**src/rtl/ct_sysio_mtime_gen_if.sv**
```systemverilog
// Software load port for the machine-time generator: split lo/hi 32-bit writes
// with a one-cycle acknowledge.
interface ct_sysio_mtime_gen_if;
  logic        load_vld;
  logic        load_hi;
  logic [31:0] load_data;
  logic        load_ack;

  modport master (
    output load_vld,
    output load_hi,
    output load_data,
    input  load_ack
  );

  modport slave (
    input  load_vld,
    input  load_hi,
    input  load_data,
    output load_ack
  );
endinterface

```
**src/rtl/ct_sysio_mtime_gen.sv**
```systemverilog
// 64-bit machine-time generator feeding the CLINT: programmable prescaler,
// atomic lo/hi software load, and debug-halt freeze.
module ct_sysio_mtime_gen #(
  parameter int DIV_W   = 16,
  parameter int RST_DIV = 0
) (
  input  logic             forever_cpuclk,
  input  logic             cpurst,
  input  logic [DIV_W-1:0] div_cfg,
  input  logic             div_cfg_vld,
  input  logic             dbg_halt,
  ct_sysio_mtime_gen_if.slave ld,
  output logic             mtime_tick,
  output logic [63:0]      sysio_clint_mtime
);

  localparam logic [DIV_W-1:0] RST_DIV_W = DIV_W'(RST_DIV);

  logic [DIV_W-1:0] prescaler;
  logic [DIV_W-1:0] eff_div;
  logic [31:0]      shadow_lo;
  logic [63:0]      mtime;
  logic             load_ack;
  logic             commit;
  logic             lo_write;

  assign eff_div  = div_cfg_vld ? div_cfg : RST_DIV_W;
  assign lo_write = ld.load_vld & ~ld.load_hi;
  assign commit   = ld.load_vld &  ld.load_hi;

  // The >= compare lets a lowered divide end the current period immediately
  // instead of letting the prescaler run on to wrap.
  always_ff @(posedge forever_cpuclk) begin
    if (cpurst) begin
      mtime      <= '0;
      prescaler  <= '0;
      shadow_lo  <= '0;
      load_ack   <= 1'b0;
      mtime_tick <= 1'b0;
    end else begin
      load_ack   <= ld.load_vld;
      mtime_tick <= 1'b0;
      if (lo_write) begin
        shadow_lo <= ld.load_data;
      end
      if (commit) begin
        // A commit drops any coincident tick and restarts the period.
        mtime     <= {ld.load_data, shadow_lo};
        prescaler <= '0;
      end else if (!dbg_halt) begin
        if (prescaler >= eff_div) begin
          prescaler  <= '0;
          mtime      <= mtime + 64'd1;
          mtime_tick <= 1'b1;
        end else begin
          prescaler <= prescaler + 1'b1;
        end
      end
    end
  end

  assign sysio_clint_mtime = mtime;
  assign ld.load_ack       = load_ack;

endmodule

```
**src/flat_wrapper.sv**
```systemverilog
// flat-port wrapper written by rule: the top's interface ports become plain ports
module ct_sysio_mtime_gen_flat 
#(
  parameter int DIV_W   = 16,
  parameter int RST_DIV = 0
)
  (forever_cpuclk, cpurst, div_cfg, div_cfg_vld, dbg_halt, mtime_tick, sysio_clint_mtime, ld_load_vld, ld_load_hi, ld_load_data, ld_load_ack);
  ct_sysio_mtime_gen_if ld_i ();
  input  logic forever_cpuclk;
  input  logic cpurst;
  input  logic [DIV_W-1:0] div_cfg;
  input  logic div_cfg_vld;
  input  logic dbg_halt;
  output logic mtime_tick;
  output logic [63:0] sysio_clint_mtime;
  input wire logic [$bits(ld_i.load_vld)-1:0] ld_load_vld;
  input wire logic [$bits(ld_i.load_hi)-1:0] ld_load_hi;
  input wire logic [$bits(ld_i.load_data)-1:0] ld_load_data;
  output wire logic [$bits(ld_i.load_ack)-1:0] ld_load_ack;
  assign ld_i.load_vld = ld_load_vld;
  assign ld_i.load_hi = ld_load_hi;
  assign ld_i.load_data = ld_load_data;
  assign ld_load_ack = ld_i.load_ack;
  ct_sysio_mtime_gen #(.DIV_W(DIV_W), .RST_DIV(RST_DIV)) u_core (.forever_cpuclk(forever_cpuclk), .cpurst(cpurst), .div_cfg(div_cfg), .div_cfg_vld(div_cfg_vld), .dbg_halt(dbg_halt), .ld(ld_i), .mtime_tick(mtime_tick), .sysio_clint_mtime(sysio_clint_mtime));
endmodule
```
**config.mk**
```make
export PLATFORM = sky130hd
export DESIGN_NAME = ct_sysio_mtime_gen_flat
export DESIGN_NICKNAME = d
export VERILOG_FILES = /design/src/rtl/ct_sysio_mtime_gen_if.sv /design/src/rtl/ct_sysio_mtime_gen.sv /design/src/flat_wrapper.sv
export SDC_FILE = /design/constraint.sdc
export NUM_CORES = 1
export LEC_CHECK = 0
export BUFFER_PORTS_ARGS = -buffer_cell sky130_fd_sc_hd__buf_2
export CAP_MARGIN = 20
export CELL_PAD_IN_SITES_DETAIL_PLACEMENT = 1
export CELL_PAD_IN_SITES_GLOBAL_PLACEMENT = 1
export CORE_ASPECT_RATIO = 1.75
export CORE_MARGIN = 2
export CORE_UTILIZATION = 41
export CTS_CLUSTER_DIAMETER = 40
export CTS_CLUSTER_SIZE = 16
export DETAILED_ROUTE_END_ITERATION = 12
export PLACE_DENSITY = 0.9
export SETUP_SLACK_MARGIN = 0.15
export SKIP_LAST_GASP = 1
export SYNTH_ARGS = -nofsm -noshare
export SYNTH_HDL_FRONTEND = slang
export SYNTH_SLANG_ARGS = --single-unit
```
**constraint.sdc**
```tcl
create_clock -name forever_cpuclk -period 4.14 [get_ports forever_cpuclk]
set_clock_uncertainty 0.2 [all_clocks]
set_input_delay 0.621 -clock forever_cpuclk [delete_from_list [all_inputs] [get_ports forever_cpuclk]]
set_output_delay 0.621 -clock forever_cpuclk [all_outputs]
set_load 0.005 [all_outputs]
```
; After elaboration in Yosys (flattened, before gate mapping)
; Cells that the tools add are included.
[op_classes]
eq_ne = 1
bitwise = 3
magnitude_cmp = 1
n_reduce_logical = 4
addsub = 2
muxes = 6
[ops]
columns = cell, count
row1 = $mux W64, 3
row2 = $add A64 B1 Y64 const B, 1
row3 = $mux W16, 2
row4 = $add A16 B1 Y16 const B, 1
row5 = $ge A16 B16 Y1, 1
row6 = $reduce_or A3 Y1, 1
row7 = $and A1 B1 Y1, 2
row8 = $ne A2 B1 Y1 const B, 1
row9 = $reduce_and A2 Y1, 1
row10 = $reduce_bool A2 Y1, 1
row11 = $reduce_or A2 Y1, 1
row12 = $mux W1, 1
row13 = $not A1 Y1, 1
[totals]
out_inout_bits = 66
register_bits = 114

; Depth between registers and ports, before layout
[depth]
word_depth = 5
mapped_depth = 12
ltp_nobuf = 8

; Worst setup path after synthesis
; OpenSTA, ideal clock, no wires.
[synth_path]
path_kind = input-to-reg
start = input div_cfg_vld
end = register u_core.mtime[63] (netlist: u_core.sysio_clint_mtime[63])
path_slack_ps = 764
path_stages = 11
t_arrival_ps = 3044
cell_sequence = clkbuf_1 nand2_1 ha_1 nand4_1 or4_1 clkbuf_1 and3_1 buf_2 clkbuf_1 o311ai_0 nand3_1
[synth_via]
elab_chain_cells = 4
[synth_rtl]
columns = item, line
row1 = "start, declared", flat_wrapper.sv:12  ; input logic div_cfg_vld;
row2 = $mux W16, ct_sysio_mtime_gen.sv:27  ; assign eff_div = div_cfg_vld ? div_cfg : RST_DIV_W;
row3 = $ge A16 B16 Y1, ct_sysio_mtime_gen.sv:51  ; if (prescaler >= eff_div) begin
row4 = $reduce_bool A2 Y1 (no source line), --
row5 = $reduce_and A2 Y1 (no source line), --
row6 = "end signal, assigned", ct_sysio_mtime_gen.sv:48  ; mtime <= {ld.load_data, shadow_lo};
row7 = "end signal, assigned", ct_sysio_mtime_gen.sv:53  ; mtime <= mtime + 64'd1;
row8 = "end, declared", ct_sysio_mtime_gen.sv:22  ; logic [63:0] mtime;
; Every way passes these cells.
; A chain may end at the register's enable or synchronous reset.

; Worst setup path in the final report
[layout_path]
start = input div_cfg_vld
end = register u_core.mtime[8] (netlist: u_core.sysio_clint_mtime[8])
; Same word-level chain as after synthesis.

==> flow_summary.toml <==
[worst_setup_path]
worstPathMaxFanout = 19
r2r_end = "u_core.sysio_clint_mtime[8]"
crit_chain = "buf_2, nand2_1, ha_1, nand4_1, or4_1, buf_4, buf_4, a31oi_2, buf_4, nand3b_1, a311oi_1"
end_kind = "flop"
cp.required_ns = 4.26
reg2reg_depth = 11
start_kind = "primary input"
slowest_delay_ns = 0.58
cp.arrival_ns = 3.42
cpMostUsedCell = "buf_4"
r2r_slack_ns = 0.98
crit_slowest_cell = "or4_1"
r2r-start = "u_core.prescaler[0]"
startpoint = "div_cfg_vld"
crit_type = "in -> reg"

[drt]
dr_total_vias = 7236
antenna_left = 0
vias_per_cell = 6.438
drc = 0
drt-initial-drc-count = 465
routed_wl_microns = 26000
first_pass_iters = 5
avgRoutedWirePerCell_microns = 23.14

[worst_hold_path]
hp-class = "reg -> reg"
hp-start = "u_core.shadow_lo[12]"
holdPathStages = 2
hold_end = "u_core.shadow_lo[12]"

[yosys]
yosysWarnings = 0
ys_seq_elements = 114
yosysSeqAreaShare_pct = 35.29
synth_ff_type = "dfxtp_1"
synth_fp_nets = 892
async_flop_share_pct = 0
synth_area_sq_um = 6467
syn_inst = 820
synth_edf_count = 0
syn_avg_cell_area_sq_um = 7.887
synth_top_area_share_pct = 35.29
synth.distinct_cells = 63
synthTopCellsByArea = "dfxtp_1, nand2_1, nor2_1"
synth_top_area_cell = "dfxtp_1"

[floorplan]
coreArea_sq_um = 15390
die_h_microns = 170.1
die_w_microns = 98.94
num_rows = 60
ios = 120
die_area_sq_um = 16830
start_util_pct = 42.02

[layout]
finalNonFillerCells = 1124
syn2layout_area_growth_pct = 22.02
layout_common_cells = "nand2_1, buf_2, dfxtp_1"
final_nets = 997
drive_gt1_share_pct = 20.79
final_common_cell = "nand2_1"
antenna_cells = 0

[global_route]
antenna_found_initial = 0
track_usage_pct = 30.66
grt_pass1_vias = 7480
overflow = 0
grt_first_pass_wirelength_microns = 40240
grt_max_degree = 52

[placed_design]
port_buffers = 119
place_hpwl_microns = 18250
place_inst = 1092
dpl_worst_slack_ns = 0.4972
place_congestion = 0.9234

[clock_network]
cts_buffer_depth = 2
cts_resized = 0
cts-htree-levels = 4
post-cts-setup-buffer-count = 0
root_buffer = "clkbuf_16"
path_clk_slew_ns = 0.05
tritoncts = "done"
cts_hold_buf = 0
cts.sinks = 114
cts_made_buffers = 17
clkLatencyLatePin_ns = 0.42

[power]
power.density_nw_per_um2 = 396.1
p_leak_nw = 3.028
vdd_drop_max_mv = 0.2512

[sta]
hold_ws_ns = 0.2536
slew_viol_final = 0
fmax_mhz = 303.2
tns_ns = 0
finalWorstSetupSlack_ns = 0.8414
relSlewSlack_pct = 39.35
rsz0062_at_grt = "false"
finalCritPeriodShare_pct = 79.68
setup-violations-final = 0
finalHoldViolCount = 0
fin_crit_ns = 3.299
tightest_slew_ns = 0.9078

[flow_run]
cap_violations = 0

[status]
outcome = "complete, no violations"
## worst max path at each step
stage,to,cells after the start,slack [ns]
after floorplan,u_core.sysio_clint_mtime[63],11,0.76
after global placement,u_core.sysio_clint_mtime[13],10,0.62
after detailed placement,u_core.sysio_clint_mtime[59],9,0.50
after CTS,u_core.sysio_clint_mtime[8],11,0.83
after global routing,u_core.sysio_clint_mtime[6],11,0.70
final,u_core.sysio_clint_mtime[8],11,0.84
## state kept, by name, summed over array words and instances (netlist names)
signal and count:
u_core.mtime_tick 1, u_core.ld.load_ack 1, u_core.prescaler 16, u_core.sysio_clint_mtime 64, u_core.shadow_lo 32
## stage by stage
stage               area, sq um  total power [mW]  utilization (%)
floorplan                  6467             1.381                -
global placement           7262             1.527            47.19
detailed placement         7262             1.539            47.19
CTS                        7891             3.130            51.28
global route               7891             3.211            51.28
finish                     7891             3.125            51.28
## where the power goes
part	total, mW	internal [mW]	switching (mW)
Clock	1.60	1.05	0.549
Sequential	1.23	1.15	0.0799
Combinational	0.294	0.117	0.176
Total	3.13	2.32	0.806
## critical path: cells and delay by family
| kind | cells | cell delay [ns] |
|---|---|---|
| AND/OR/NAND/NOR | 4 | 0.96 |
| AO/OA/AOI/OAI | 2 | 0.52 |
| adder cells (fa/ha/maj) | 1 | 0.35 |
| buffers and inverters | 4 | 0.94 |
## per-layer routing
metal	up-vias	wire (microns)	global-route usage [%]
met3	131	1601	5.955
met5	-	0	0
met4	0	2068	23.17
met1	3499	9133	32.58
li1	3247	-	-
met2	359	13200	52.73
## logic make-up (layout without fill, tap and decap cells)
group | Yosys count | after routing | share of synthesized area, %
multiplexers | 1 | 1 | 0.1548
AO/OA/AOI/OAI | 167 | 167 | 19.00
XOR/XNOR | 33 | 33 | 4.469
buffers and inverters | 63 | 181 | 3.831
AND/OR/NAND/NOR | 424 | 424 | 33.78
adder cells (fa/ha/maj) | 18 | 18 | 3.482
flip-flops | 114 | 114 | 35.29
## Yosys cell counts, drive strengths merged, types with 12 or more instances
cell	number
nand2	142
or4	13
xnor2	24
nor2	83
clkbuf	46
dfxtp	114
a211oi	21
ha	18
nand4	24
nand3b	12
nor3	25
and3	13
nor4	20
a21oi	42
nand3	39
a311oi	31
## layout make-up
type                            instances  area, sq um
Clock inverter                         10        155.1
Tap cell                              186        232.7
Inverter                                9        33.78
Timing Repair Buffer                  140        753.2
Fill cell                            1907         7498
Clock buffer                           22        474.2
Multi-Input combinational cell        643         3960
Sequential cell                       114         2282
No activity file was read; power rests on OpenSTA's default activity.
